[src/rtl/seg7_pkg.sv]
`default_nettype none
// ============================================================================
// Module      : seg7_pkg
// Description : Shared constants for the 7-segment display blocks: the
//               dark (all segments off) code, segment bit positions and the
//               active-low hex-to-segment table, plus a decode helper.
// Revision    : 1.0  initial release
// ============================================================================
package seg7_pkg;

    // Width of a segment code (a..g).
    localparam int SEG_W = 7;

    // Active-low code with every segment off.
    localparam logic [SEG_W-1:0] SEG_OFF = 7'h7F;

    // Bit position of each segment within a code.
    localparam int SEG_A = 0;
    localparam int SEG_B = 1;
    localparam int SEG_C = 2;
    localparam int SEG_D = 3;
    localparam int SEG_E = 4;
    localparam int SEG_F = 5;
    localparam int SEG_G = 6;

    // Active-low segment codes; element k is the glyph for hex digit k.
    localparam logic [15:0][SEG_W-1:0] SEG_TABLE = {
        7'h0E, 7'h06, 7'h21, 7'h46,   // F E d C
        7'h03, 7'h08, 7'h10, 7'h00,   // b A 9 8
        7'h78, 7'h02, 7'h12, 7'h19,   // 7 6 5 4
        7'h30, 7'h24, 7'h79, 7'h40    // 3 2 1 0
    };

    // Nibble plus blank flag to active-low code; blank wins over the nibble.
    function automatic logic [SEG_W-1:0] hex_to_seg(input logic [3:0] nibble,
                                                    input logic       blank);
        if (blank) begin
            return SEG_OFF;
        end
        return SEG_TABLE[nibble];
    endfunction

endpackage : seg7_pkg
`default_nettype wire

[src/rtl/seg7_scan_hex7seg.sv]
`default_nettype none
// ============================================================================
// Module      : hex7seg
// Description : Purely combinational hex digit decoder for an active-low
//               7-segment display (bit 0 = segment a ... bit 6 = segment g).
//               A set blank flag turns every segment off.
// Ports       : i_nibble  hex value 0..F
//               i_blank   1 = show nothing
//               o_code    active-low segment code
// Revision    : 1.0  initial release
// ============================================================================
module hex7seg
    import seg7_pkg::*;
(
    input  logic [3:0]       i_nibble,
    input  logic             i_blank,
    output logic [SEG_W-1:0] o_code
);

    always_comb begin
        o_code = hex_to_seg(i_nibble, i_blank);
    end

endmodule : hex7seg
`default_nettype wire

[src/rtl/seg7_scan.sv]
`default_nettype none
// ============================================================================
// Module      : seg7_scan
// Description : Time-multiplexed multi-digit 7-segment scan controller.
//               Stores a nibble and a blank flag per digit, steps through the
//               digits every PRESCALE clocks, and for each digit slot emits
//               one blanking cycle (all anodes off) carrying the decoded code
//               and a load strobe, followed by PRESCALE-1 cycles with that
//               digit's anode driven low.
// Ports       : Clock    system clock, rising edge
//               Reset    asynchronous active-high reset
//               Enable   scan run; low = display dark, scan restarts at digit 0
//               WrEn     digit write strobe
//               WrAddr   digit index to write (out-of-range ignored)
//               WrData   hex nibble to store
//               WrBlank  1 = stored digit shows nothing
//               Seg      active-low segment code for the downstream register
//               SegE     one-cycle load strobe for the downstream register
//               AnodeN   active-low one-hot digit select
// Revision    : 1.0  initial release
// ============================================================================
module seg7_scan
    import seg7_pkg::*;
#(
    parameter int DIGITS   = 4,
    parameter int PRESCALE = 16,
    parameter int n        = 7
) (
    input  logic                       Clock,
    input  logic                       Reset,
    input  logic                       Enable,
    input  logic                       WrEn,
    input  logic [$clog2(DIGITS)-1:0]  WrAddr,
    input  logic [3:0]                 WrData,
    input  logic                       WrBlank,
    output logic [n-1:0]               Seg,
    output logic                       SegE,
    output logic [DIGITS-1:0]          AnodeN
);

    localparam int                c_IW      = $clog2(DIGITS);
    localparam int                c_CW      = $clog2(PRESCALE);
    localparam logic [c_CW-1:0]   c_CNT_MAX = c_CW'(PRESCALE - 1);
    localparam logic [c_IW-1:0]   c_IDX_MAX = c_IW'(DIGITS - 1);
    localparam logic [DIGITS-1:0] c_ONE_HOT = {{(DIGITS-1){1'b0}}, 1'b1};

    // Scan position.
    logic [c_CW-1:0]         r_cnt;
    logic [c_IW-1:0]         r_idx;

    // Digit store.
    logic [DIGITS-1:0][3:0]  r_nib;
    logic [DIGITS-1:0]       r_blank;

    // Output registers.
    logic [n-1:0]            r_seg;
    logic                    r_sege;
    logic [DIGITS-1:0]       r_anode_n;

    logic                    w_addr_ok;
    logic [SEG_W-1:0]        w_code;
    logic [DIGITS-1:0]       w_anode_on;
    logic                    w_slot_start;

    // Non-power-of-two digit counts leave unused address codes.
    assign w_addr_ok    = (32'(WrAddr) < 32'(DIGITS));
    assign w_slot_start = (r_cnt == '0);
    assign w_anode_on   = ~(c_ONE_HOT << r_idx);

    // ------------------------------------------------------------------------
    // Digit store. The output register samples the store on the same edge a
    // write lands, so a write to the digit being loaded only shows on its
    // next slot.
    // ------------------------------------------------------------------------
    for (genvar gi = 0; gi < DIGITS; gi++) begin : g_digit
        always_ff @(posedge Clock or posedge Reset) begin
            if (Reset) begin
                r_nib[gi]   <= 4'h0;
                r_blank[gi] <= 1'b1;
            end else if (WrEn && w_addr_ok && (WrAddr == c_IW'(gi))) begin
                r_nib[gi]   <= WrData;
                r_blank[gi] <= WrBlank;
            end
        end
    end

    hex7seg u_dec (
        .i_nibble (r_nib[r_idx]),
        .i_blank  (r_blank[r_idx]),
        .o_code   (w_code)
    );

    // ------------------------------------------------------------------------
    // Slot sequencing.
    // ------------------------------------------------------------------------
    always_ff @(posedge Clock or posedge Reset) begin
        if (Reset) begin
            r_cnt <= '0;
            r_idx <= '0;
        end else if (!Enable) begin
            r_cnt <= '0;
            r_idx <= '0;
        end else if (r_cnt == c_CNT_MAX) begin
            r_cnt <= '0;
            r_idx <= (r_idx == c_IDX_MAX) ? '0 : r_idx + 1'b1;
        end else begin
            r_cnt <= r_cnt + 1'b1;
        end
    end

    // ------------------------------------------------------------------------
    // Output registers. The first cycle of every slot keeps all anodes off
    // while the downstream register loads the new code; this gap is what
    // keeps the previous digit's segments from ghosting onto the next one,
    // and it guarantees SegE never coincides with a lit anode.
    // ------------------------------------------------------------------------
    always_ff @(posedge Clock or posedge Reset) begin
        if (Reset) begin
            r_seg     <= SEG_OFF;
            r_sege    <= 1'b0;
            r_anode_n <= '1;
        end else if (!Enable) begin
            r_seg     <= SEG_OFF;
            r_sege    <= 1'b0;
            r_anode_n <= '1;
        end else if (w_slot_start) begin
            r_seg     <= w_code;
            r_sege    <= 1'b1;
            r_anode_n <= '1;
        end else begin
            r_sege    <= 1'b0;
            r_anode_n <= w_anode_on;
        end
    end

    assign Seg    = r_seg;
    assign SegE   = r_sege;
    assign AnodeN = r_anode_n;

endmodule : seg7_scan
`default_nettype wire

[config.mk]
export PLATFORM = sky130hd
export DESIGN_NAME = seg7_scan
export DESIGN_NICKNAME = d
export VERILOG_FILES = /design/src/rtl/seg7_pkg.sv /design/src/rtl/seg7_scan_hex7seg.sv /design/src/rtl/seg7_scan.sv
export SDC_FILE = /design/constraint.sdc
export NUM_CORES = 1
export LEC_CHECK = 0
export BUFFER_PORTS_ARGS = -buffer_cell sky130_fd_sc_hd__buf_2
export CAP_MARGIN = 15
export CELL_PAD_IN_SITES_DETAIL_PLACEMENT = 1
export CELL_PAD_IN_SITES_GLOBAL_PLACEMENT = 2
export CORE_MARGIN = 5
export CORE_UTILIZATION = 30
export DETAILED_ROUTE_END_ITERATION = 10
export PLACE_DENSITY_LB_ADDON = 0.3
export SYNTH_ARGS = -nofsm -noshare
export SYNTH_HDL_FRONTEND = slang
export SYNTH_SLANG_ARGS = --single-unit
export TNS_END_PERCENT = 5
[constraint.sdc]
create_clock -name Clock -period 1.9 [get_ports Clock]
set_input_delay 0.19 -clock Clock [delete_from_list [all_inputs] [get_ports Clock]]
set_output_delay 0.19 -clock Clock [all_outputs]
set_load 0.05 [all_outputs]
* After elaboration in Yosys (flattened, before gate mapping) *
Memories as Yosys holds them, arrays and structs flattened.
Index checks and enable logic that the tools add are counted.
Widths: inputs -> output; s select.

word-level totals
  memories kept = 1
  bits in registers = 38
  output and inout port bits = 12
  ROM bits = 112
  logic and storage cells = 52

cells by class
  equality and inequality tests = 7
  reduce and logical (&&, ||, !) cells = 6
  shifts and indexed selects = 1
  order comparisons = 2
  bitwise operators = 1
  muxes and demuxes = 19
  $add $sub $neg = 2

memory list
  memory            depth  bits a word  read ports  clocked after memory_dff  wr ports  line            source
  (name not given)  16     7            1           0                         0         seg7_pkg.sv:40  return SEG_TABLE[nibble];

operator list
  cell                 number
  $mux 7               5
  $mux 4               5
  $bmux 4 s2           1
  $eq 2x2->1 const B   3
  $mux 2               3
  $lt 4x5->1 const B   1
  $add 4x1->4 const B  1
  $eq 4x4->1 const B   1
  $logic_and 1x1->1    4
  $logic_not 4->1      1
  $mux 1               4
  $ne 2x1->1 const B   2
  $not 4->4            1
  $shl 1x2->4 const A  1
  $lt 2x3->1 const B   1
  $add 2x1->2 const B  1
  $bmux 1 s2           1
  $eq 2x1->1 const B   1
  $logic_not 2->1      1

* Depth between registers and ports, before layout *
Gate-level depths: netlist (run 1).

  depth in word-level cells = 7
  mapped depth = 8
  depth with buffers taken out = 7

* Hierarchy *
A second synthesis (run 1) with hierarchy kept.

unflattened totals
  cells, all modules = 164
  area total of the unflattened synthesis = 1956.9 µm²

by module, submodules not included
  module     cells an instance  times used  area each (µm²)
  seg7_scan  125                1           1682.9
  hex7seg    39                 1           274.0

* Worst setup path before layout (run 1) *
OpenSTA, ideal clock, no wires.

  path type = reg-to-reg
  from = reg r_idx[1]
  to = reg r_seg[4], in the netlist Seg[4]
  required time = 1.832 ns
  arrival = 1.928 ns
  stages on the path, launching flop included = 8
  clock period less this slack = 1.996 ns
  buffers on the path = 1
  slack = -0.096 ns
  cells stage by stage = dfrtp_1 buf_6 mux4_1 inv_1 ha_1 nand2b_4 mux2_4 a21oi_2

on the way
  longest elaborated chain between the ends = 7

RTL lines
  element                       line              source
  start, declared               seg7_scan.sv:49   logic [c_IW-1:0] r_idx;
  start signal, assigned        seg7_scan.sv:105  r_idx <= (r_idx == c_IDX_MAX) ? '0 : r_idx + 1'b1;
  $bmux 4 s2                    seg7_scan.sv:88   .i_nibble (r_nib[r_idx]),
  $mux 4 (not written as such)  seg7_scan.sv:88
  $mem_v2 16x7                  -
  $mux 7 (not written as such)  seg7_pkg.sv:40
  $mux 7 (*)                    seg7_pkg.sv:40
  $mux 7 (*)                    seg7_scan.sv:126  end else if (w_slot_start) begin
  $mux 7 (*)                    seg7_scan.sv:122  end else if (!Enable) begin
  end signal, assigned          seg7_scan.sv:127  r_seg <= w_code;
  end, declared                 seg7_scan.sv:56   logic [n-1:0] r_seg;

Every way passes the cells marked *; elsewhere a longest branch is shown, timed or not. The select of a mux whose other input is x is not followed.
A chain may end at the register's enable or synchronous reset.

* Final worst setup path (run 1) *
  from = reg r_idx[0]
  to = reg r_seg[3], in the netlist Seg[3]

Same word-level chain as after synthesis.

==> results.md, run 1 <==
- Worst path slowest cell: mux4_2
- Met1 usage: 14.33%
- Fin Clk Skew: 0.003175 ns
- Cells taking the most area after synthesis: dfrtp_1, dfstp_2, mux2_2, ha_1, mux4_2
- Commonest cells in the netlist: dfrtp_1, mux2_2, dfstp_2, ha_1, inv_1
- Compound-cell area share of the yosys netlist: 8.136%
- Worst min path class: input port to async pin
- Core outline area: 6350 µm²
- Max-slew violation count: 0
- Synth Register Bits: 38
- # Max-Cap Violations: 0
- GR Overflow Total: 0
- Nets: 216
- Final Hold Viols: 0
- Combinational family with the most area after synthesis: multiplexers
- Syn. warnings: 0
- Post-synth ARST share: 100.0%
- Pwr dens: 924.3 nW/µm²
- CTS clk-pin slew, worst paths: 0.08 ns
- Critical Path Source Type: flop
- Critical path's largest stage delay: 0.50 ns
- Grt met3 use: 3.417%
- Largest net degree at the start of global routing: 39
- DP Wirelength: 3089 µm
- Top-count cell post-synth: dfrtp_1
- Vias in the first global route: 1421
- Leakage: 1.044 nW
- Netlist cell types: 41
- Synth top area share: 29.47%
- Xor/xnor share of the synthesized area: 0.8969%
- CP Data Arrival Time: 2.11 ns
- H-tree Lvls: 2
- Syn avg cell area: 13.20 µm²
- Final Cell Area: 2411 µm²
- Critical path cell sequence: buf_4 -> buf_4 -> mux4_2 -> buf_4 -> a21boi_1 -> o32a_1
- Routed Wire Length: 4542 µm
- Die area: 8224 µm²
- DRT iter0 DRCs: 43
- Post-synthesis sequential area ratio: 49.65%
- Worst-path maximum fanout: 7
- Global-route wire length before repair: 7376 µm
- Ratio of cells with drive above 1 in the final layout: 52.06%
- Vias per cell: 4.845
- Top_reg_cell synth: dfrtp_1
- Max IR drop VDD: 0.3351 mV
- Mux contribution to synthesized area: 20.50%
- Clock sink total: 38
- Most frequent CP cell: buf_4
- DRC errors left: 0
- CTS Hold Bufs: 0
- Final-report setup violation count: 0
- RSZ-0062 raised after global routing: yes
- Area delta synth->final: 23.45%
- Wire per inst: 16.76 µm
- Starting density of the core: 30.76%
- Worst Path Required: 2.12 ns
- Period minus WS final: 1.896 ns
- Synth Area in Adders: 7.687%
- Slew of the pin with the lowest slew margin: 0.4762 ns
- CTS tree: yes
- Antenna Cells: 0
- Clock buffer depth: 2
- Post-DP Area: 2173 µm²
- Clk_lat worst skew: 0.29 ns
- Number of antenna violations at the first check in global routing: 0
- Fmax: 527.5 MHz
- Netlist Area Pre-Place: 1953 µm²
- Cts bufs inserted: 5
- Setup crit end kind: flop
- Synth Net Count: 171
- Dominant cell type by area after synthesis: dfrtp_1
- RePlAce Congestion: 0.7781
- Num ports: 23
- Simple-Gate Fraction of Synth Area: 9.225%
- Post-route clock period utilization: 99.78%
- GR Util met2: 17.98%
- GRT busiest layer: met2
- Die width: 90.69 µm
- Vias: 1313
- Cell Rows: 29
- Mapped Cells: 148
- Clock root cell: clkbuf_8
- Pre-antenna DRT Iters: 2
- Antenna Nets Post-Route: 0
- Die Y: 90.69 µm
- Post-synth EDFFs: 0
- Power after layout: 2.229 mW
- Total Routing Usage GR: 11.33%
- PortBufs: 22
- WS Path Type: flop to flop
- # fillers: 687
- Status: complete, no violations
- Relative slew slack: 68.26%
cells in the final DEF (no fill, tap or decap), types with 2 or more instances in the layout:
cell type and n:
nand3b_1 2, buf_6 3, nand2_1 6, o31ai_1 2
nor3b_1 2, inv_2 2, nand3_1 3, buf_2 22
dfrtp_1 22, inv_1 8, clkbuf_1 2, and2_1 5
nand2b_4 2, a21oi_2 2, ha_1 10, ha_4 2
mux4_2 6, mux2_2 20, dfstp_2 15, clkbuf_8 5
buf_4 15, a21oi_1 5, mux2i_1 4, nor2_1 6
area by class of cell:
class | count | area [µm²] | area share [%]
flip-flops and latches | 38 | 970.9 | 40.27
multi-input cells | 97 | 958.4 | 39.75
repair buffers | 41 | 264.0 | 10.95
well taps | 77 | 96.34 | 3.996
clock buffers | 7 | 76.32 | 3.166
inverters | 10 | 37.54 | 1.557
clock inverters | 1 | 7.507 | 0.3114
worst paths after layout:
check / cells after the start / from / slack [ns] / end
max: 6 / r_idx[0] / 0.004 / Seg[3]
min: 3 / Reset / 0.005 / r_cnt[3]
max reg2reg: 6 / r_idx[0] / 0.004 / Seg[3]
min reg2reg: 2 / Seg[6] / 0.51 / Seg[6]
max in group asynchronous: 3 / Reset / 1.54 / r_idx[0]
min in group Clock: 2 / WrData[1] / 0.17 / r_nib[9]
state kept, by name, summed over array words and instances (netlist names):
register / cells
AnodeN: 4
Seg: 7
SegE: 1
r_blank: 4
r_cnt: 4
r_idx: 2
r_nib: 16
report_power, final:
group	total, mW	switching [mW]	internal [mW]
Clock	0.551	0.291	0.260
Sequential	1.02	0.0690	0.951
Combinational	0.658	0.359	0.298
what timing repair did:
item / CTS / global route
gates cloned: 1 / 0
buffers inserted: 4 / 7
setup endpoints to repair: 6 / 7
gates resized for setup: 4 / 9
pin swaps: 0 / 3
metrics by stage:
stage                     hold WS (ns)  instances   TNS (ns)  utilization, %  setup WS, ns
after floorplan                 0.3186        148  -0.003835               -     -0.003835
after global routing           0.03674        271    -0.1331           37.97      -0.05375
after global placement          0.3182        251          0           34.23      0.006842
after detailed placement        0.3390        251    -0.1374           34.23      -0.06704
final                         0.004718        271          0           37.97      0.004155
after CTS                      0.01386        264   -0.01731           36.59      -0.01731
logic make-up (layout without fill, tap and decap cells):
| kind of cell | Yosys count | after routing |
|---|---|---|
| flip-flops | 38 | 38 |
| adder cells (fa/ha/maj) | 12 | 12 |
| XOR/XNOR | 2 | 2 |
| multiplexers | 30 | 31 |
| AO/OA/AOI/OAI | 22 | 22 |
| AND/OR/NAND/NOR | 30 | 30 |
| buffers and inverters | 14 | 59 |
routing by layer:
metal	wire length [µm]	up-vias	share of wire (%)
li1	-	615	-
met1	2046	669	45
met2	2265	23	50
met3	166	6	3.7
met4	63	0	1.4
met5	0	-	0
worst max-delay path, delay by kind of cell (launching register included):
family | cells | cell delay [ns]
buf+inv | 3 | 0.44
flops | 1 | 0.41
mux | 1 | 0.50
compound gates | 2 | 0.47
No activity file was read; power rests on OpenSTA's default activity.
==> run 2: changes to the inputs <==
- GPL_TIMING_DRIVEN: default -> 0
==> run 2 against run 1 <==
Effect of this change: the run now ends with negative setup slack left; register-to-register slack lost 0.02 ns; via count shrank 4.1%; first-iteration DRC count shrank 42%; power shrank 0.40%; core utilization grew 0.16 points; count of clock-buffer cells in the layout shrank 1; wire length shrank 7.9%; clock skew grew 0.0027 ns; cell count shrank 1.8%; sequential power is essentially flat; critical path type unchanged.
==> results.md, run 2 (same netlist as run 1, synthesis figures left out) <==
- Setup crit end kind: flop
- GR Overflow Total: 0 (unchanged)
- Reg2Reg Setup Slack: -0.01 ns (-0.02 ns)
- PortBufs: 22 (unchanged)
- Non-filler cells, final: 266 (-1.8%)
- Leakage: 1.039 nW (-0.44%)
- Antenna Nets Post-Route: 0 (unchanged)
- Final-report setup violation count: 2 (+2)
- Number of antenna violations at the first check in global routing: 0 (unchanged)
- Area delta synth->final: 23.96%
- Nets: 211 (-2.3%)
- Vias per cell: 4.733 (-2.3%)
- CTS Hold Bufs: 0 (unchanged)
- Violated checks: negative setup slack
- Reg2reg start: r_idx[1]
- WS Path Type: flop to flop
- Vias in the first global route: 1457 (+2.5%)
- Total Routing Usage GR: 11.12% (-0.21 points)
- R2r worst-path depth: 7 (+1)
- Core outline area: 6350 µm² (unchanged)
- DP Wirelength: 3072 µm (-0.55%)
- FF+latch area: 969.7 µm² (-0.13%)
- Antenna Cells: 0 (unchanged)
- Post-route setup TNS: -0.01302 ns (-0.01302 ns)
- Reg2reg end: Seg[4]
- CP Data Arrival Time: 2.13 ns (+0.02 ns)
- Worst hold slack: 0.03156 ns (+0.02684 ns)
- RePlAce Congestion: 0.8372 (+7.6%)
- Routed Wire Length: 4182 µm (-7.9%)
- Ratio of cells with drive above 1 in the final layout: 55.03% (+3.0 points)
- Top register by number of flip-flops: r_nib
- RSZ-0062 raised after global routing: yes
- Status: finished with violations
- Worst min path class: input port to async pin
- H-tree Lvls: 2 (unchanged)
- Clock buffer depth: 2 (unchanged)
- Starting density of the core: 30.76% (unchanged)
- Placed Cells: 248 (-1.2%)
- Worst Path Required: 2.12 ns (about the same)
- Wire per inst: 15.72 µm (-6.2%)
- Max-slew violation count: 0 (unchanged)
- Cts bufs inserted: 5 (unchanged)
- Worst-path maximum fanout: 5 (-2)
- Area of the multi-input gates: 965.9 µm² (+0.78%)
- Vias: 1259 (-4.1%)
- Cell Rows: 29 (unchanged)
- Fin Clk Skew: 0.005920 ns (+0.002745 ns)
- Die Y: 90.69 µm (unchanged)
- Final setup margin: -0.01133 ns (-0.01548 ns)
- Max IR drop VDD: 0.3746 mV (+12%)
- Period minus WS final: 1.911 ns (+0.01548 ns)
- DRC errors left: 0 (unchanged)
- Clock sink total: 38 (unchanged)
- # fillers: 666 (-3.1%)
- CTS tree: yes
- Most common cell after layout, fill and taps aside: dfrtp_1
- Pwr dens: 916.8 nW/µm² (-0.81%)
- Largest net degree at the start of global routing: 22 (-44%)
- CTS clk-pin slew, worst paths: 0.07 ns (about the same)
- Relative slew slack: 40.24% (-28 points)
- Final Hold Viols: 0 (unchanged)
- Fmax: 523.2 MHz (-0.81%)
- DRT iter0 DRCs: 25 (-42%)
- Die area: 8224 µm² (unchanged)
- Largest register FFs: 16 (unchanged)
- Pre-antenna DRT Iters: 4 (+2)
- Critical Path Source Type: flop
- Clk_lat worst skew: 0.29 ns (about the same)
- Post-route clock period utilization: 100.6% (+0.81 points)
- Die width: 90.69 µm (unchanged)
- Global-route wire length before repair: 7355 µm (-0.28%)
- # Max-Cap Violations: 0 (unchanged)
- Highest-count cells in the layout ignoring fill and taps: dfrtp_1, buf_2, mux2_2, dfstp_2, buf_4
- Clock root cell: clkbuf_8
- Num ports: 23 (unchanged)
- Slew of the pin with the lowest slew margin: 0.8944 ns (+0.4182 ns)
==> run 2: worst max path at each step <==
stage                     endpoint  slack, ns      from
after CTS                   Seg[5]     -0.003  r_idx[0]
after floorplan             Seg[4]     -0.004  r_idx[1]
after detailed placement    Seg[4]      -0.22  r_idx[1]
after global routing        Seg[2]      -0.11  r_idx[0]
final                       Seg[4]      -0.01  r_idx[1]
after global placement      Seg[3]      -0.15  r_idx[0]
==> run 2: metal layers <==
layer,global-route usage [%],vias up,routed length (µm)
met5,0,-,0
met4,3.350,0,31
met3,3.333,4,171
met2,18.22,21,2107
met1,14.07,632,1873
li1,-,602,-
==> run 2: critical path, stage by stage, from the launching register on <==
cell and delay, ns:
dfrtp_1 0.37, buf_6 0.13, mux4_2 0.60, inv_2 0.13, ha_4 0.17, nand2b_4 0.06
mux2_4 0.26, a21oi_2 0.12
==> run 2: repair_timing <==
action                     4_1_cts  5_1_grt
pin swaps                        2        4
setup endpoints to repair        7        7
gates resized for setup          8       10
setup buffers                    8        2
==> run 2: power breakdown <==
group / internal [mW] / switching, mW / total (mW)
logic: 0.273 / 0.350 / 0.623
clock network: 0.292 / 0.296 / 0.588
registers: 0.951 / 0.0577 / 1.01
total: 1.52 / 0.704 / 2.22
==> run 2: stage by stage <==
| stage | power, mW | cell area (µm²) | setup WS (ns) | utilization, % |
|---|---|---|---|---|
| after global routing | 2.354 | 2421 | -0.1144 | 38.13 |
| after global placement | 1.552 | 2152 | -0.1506 | 33.89 |
| after floorplan | 1.443 | 1946 | -0.003835 | - |
| final | 2.220 | 2421 | -0.01133 | 38.13 |
| after detailed placement | 1.587 | 2180 | -0.2223 | 34.33 |
| after CTS | 2.219 | 2362 | -0.003098 | 37.20 |
==> run 2: area by class of cell <==
cell class,instances,share of cell area (%)
plain buffers,4,1.705
clock buffers,6,3.411
clock inverters,2,0.5168
inverters,10,1.654
multi-input cells,96,39.90
flip-flops and latches,38,40.05
well taps,77,3.979
repair buffers,33,8.786
==> run 3: changes to the inputs <==
- PLACE_DENSITY: default -> 0.73
- PLACE_DENSITY_LB_ADDON: 0.3 -> default
==> run 3 against run 2 <==
Effect of this change: wire length rose by 0.43%; count of clock-buffer cells in the layout fell by 1; sequential power barely moved; first-iteration DRC count fell by 24%; cell count fell by 0.38%; core utilization rose by 0.55 points; worst hold slack got worse by 0.032 ns; the flow finishes with violations (negative hold slack, negative setup slack); global-route usage fell by 0.45 points; combinational power barely moved; register-to-register slack got worse by 0.02 ns; via count rose by 1.0%; power rose by 11%; largest power group unchanged.
==> results.md, run 3 (same netlist as run 1, synthesis figures left out) <==
- Part of the power in combinational logic: 25.4% (-2.7 points)
- Antenna Cells: 0 (unchanged)
- Final Hold Viols: 4 (+4)
- Die width: 90.69 µm (unchanged)
- Post-route clock period utilization: 101.4% (+0.84 points)
- Fmax: 518.9 MHz (-0.83%)
- Clock sink total: 38 (unchanged)
- Clk_lat worst skew: 0.29 ns (about the same)
- Internal power: 1.751 mW (+15%)
- Total Routing Usage GR: 10.68% (-0.45 points)
- # Max-Cap Violations: 0 (unchanged)
- Largest net degree at the start of global routing: 23 (+4.5%)
- GR Overflow Total: 0 (unchanged)
- Leakage: 1.050 nW (+1.1%)
- WP buf/inv: 2 (unchanged)
- Vias in the first global route: 1393 (-4.4%)
- Ratio of cells with drive above 1 in the final layout: 54.26% (-0.77 points)
- Highest-count cells in the layout ignoring fill and taps: dfrtp_1, buf_2, mux2_2, dfstp_2, buf_4
- Pwr dens: 1003 nW/µm² (+9.4%)
- DRT iter0 DRCs: 19 (-24%)
- Critical Path Source Type: flop
- Number of antenna violations at the first check in global routing: 0 (unchanged)
- WS Path Type: flop to flop
- Clock power frac: 33.6% (+7.1 points)
- Wire per inst: 15.85 µm (+0.81%)
- Vias per cell: 4.800 (+1.4%)
- Sw power: 711.8 µW (+1.2%)
- Status: finished with violations
- Global-route wire length before repair: 7086 µm (-3.7%)
- Worst hold slack: -0.0006297 ns (-0.03219 ns)
- Switching share of power: 28.91% (-2.8 points)
- Cts bufs inserted: 5 (unchanged)
- # fillers: 686 (+3.0%)
- Top register by number of flip-flops: r_nib
- Post-route setup TNS: -0.06099 ns (-0.04797 ns)
- Worst slack, placed: -0.2315 ns (-0.009246 ns)
- CTS Hold Bufs: 0 (unchanged)
- Cell family with most CP delay: multiplexers
- CP Data Arrival Time: 2.15 ns (+0.02 ns)
- Fin util: 38.68% (+0.55 points)
- Worst-path maximum fanout: 6 (+1)
- Area delta synth->final: 25.75%
- H-tree Lvls: 2 (unchanged)
- Max-slew violation count: 0 (unchanged)
- PortBufs: 22 (unchanged)
- Violated checks: negative hold slack, negative setup slack
- Fin Clk Skew: 0.005826 ns (-0.00009403 ns)
- Cell Rows: 29 (unchanged)
- DP Wirelength: 3112 µm (+1.3%)
- Most common cell after layout, fill and taps aside: dfrtp_1
- Core outline area: 6350 µm² (unchanged)
- Final-report setup violation count: 3 (+1)
- Final setup margin: -0.02732 ns (-0.01599 ns)
- Largest register FFs: 16 (unchanged)
- RSZ-0062 raised after global routing: yes
- Antenna Nets Post-Route: 0 (unchanged)
- Post-DP Area: 2180 µm² (unchanged)
- Vias: 1272 (+1.0%)
- CTS tree: yes
- Clock root cell: clkbuf_8
- Clock buffer depth: 2 (unchanged)
- Num ports: 23 (unchanged)
- Die area: 8224 µm² (unchanged)
- Slew of the pin with the lowest slew margin: 0.9227 ns (+0.02829 ns)
- Share of power burned in registers: 41.0% (-4.4 points)
- Die Y: 90.69 µm (unchanged)
- Worst min path class: input port to async pin
- Final Cell Area: 2456 µm² (+1.4%)
- Critical path cell sequence: buf_6 -> mux4_2 -> inv_4 -> ha_4 -> nand2b_4 -> mux2_4 -> a21oi_2
- CTS clk-pin slew, worst paths: 0.08 ns (about the same)
- Pre-antenna DRT Iters: 3 (-1)
- Relative slew slack: 38.35% (-1.9 points)
- Setup crit end kind: flop
- Critical path's largest stage delay: 0.63 ns (+0.03 ns)
- Nets: 210 (-0.47%)
- Starting density of the core: 30.76% (unchanged)
- Worst Path Required: 2.13 ns (about the same)
- Max IR drop VDD: 0.4491 mV (+20%)
- DRC errors left: 0 (unchanged)
- RePlAce Congestion: 0.7723 (-7.8%)
- Worst path slowest cell: mux4_2
- Routed Wire Length: 4200 µm (+0.43%)
- Period minus WS final: 1.927 ns (+0.01599 ns)
==> run 3: cell count changes in the layout (fill, tap and decap cells not counted), sizes merged <==
cell / delta
buf: -1
clkbuf: -1
bufinv: +2
clkinvlp: -1
==> run 3: area by class of cell <==
| cell class | instances | area, µm² | area share [%] |
|---|---|---|---|
| well taps | 77 | 96.34 | 3.923 |
| flip-flops and latches | 38 | 969.7 | 39.48 |
| clock inverters | 3 | 68.82 | 2.802 |
| repair buffers | 32 | 209.0 | 8.507 |
| plain buffers | 4 | 41.29 | 1.681 |
| multi-input cells | 96 | 962.2 | 39.17 |
| inverters | 10 | 40.04 | 1.630 |
| clock buffers | 5 | 68.82 | 2.802 |
==> run 3: path summary, 6_finish.rpt <==
kind                       depth (start not counted)       from         to  slack (ns)
max                                                7   r_idx[1]     Seg[4]       -0.03
min                                                2      Reset   r_nib[9]     -0.0006
max reg2reg                                        7   r_idx[1]     Seg[4]       -0.03
min reg2reg                                        1  r_nib[13]  r_nib[13]        0.51
max in group asynchronous                          3      Reset     Seg[5]        1.27
min in group Clock                                 2  WrData[3]   r_nib[7]        0.17
==> run 3: what timing repair did <==
item,CTS,global route
endpoints found under the setup margin,7,7
pin swaps,4,5
buffers inserted,8,1
resized for setup,10,9
==> run 3: power by group through the flow <==
stage | Clock (mW) | Sequential, mW | Combinational (mW)
finish | 0.828 | 1.01 | 0.624
global route | 0.886 | 1.02 | 0.678
CTS | 0.848 | 1.01 | 0.610
detailed placement | 0 | 1.03 | 0.567
global placement | 0 | 1.01 | 0.539
floorplan | 0 | 1.11 | 0.337
==> run 3: metal layers <==
layer / vias up / wire (µm) / global-route usage (%)
met3: 4 / 165 / 3.083
met4: 0 / 38 / 2.978
met1: 648 / 1852 / 13.35
met5: - / 0 / 0
met2: 21 / 2144 / 17.86
li1: 599 / - / -
==> run 3: worst register-to-register path, delay by kind of cell (launching register included) <==
kind	cells	cell delay (ns)
buf+inv	2	0.24
flops	1	0.37
compound gates	1	0.13
simple gates	1	0.06
fa+ha+maj	1	0.17
mux	2	0.89
==> run 3: stage by stage <==
step                      instances  power, mW
final                           265      2.463
after global routing            265      2.587
after CTS                       264      2.470
after detailed placement        248      1.593
after global placement          247      1.549
after floorplan                 148      1.443
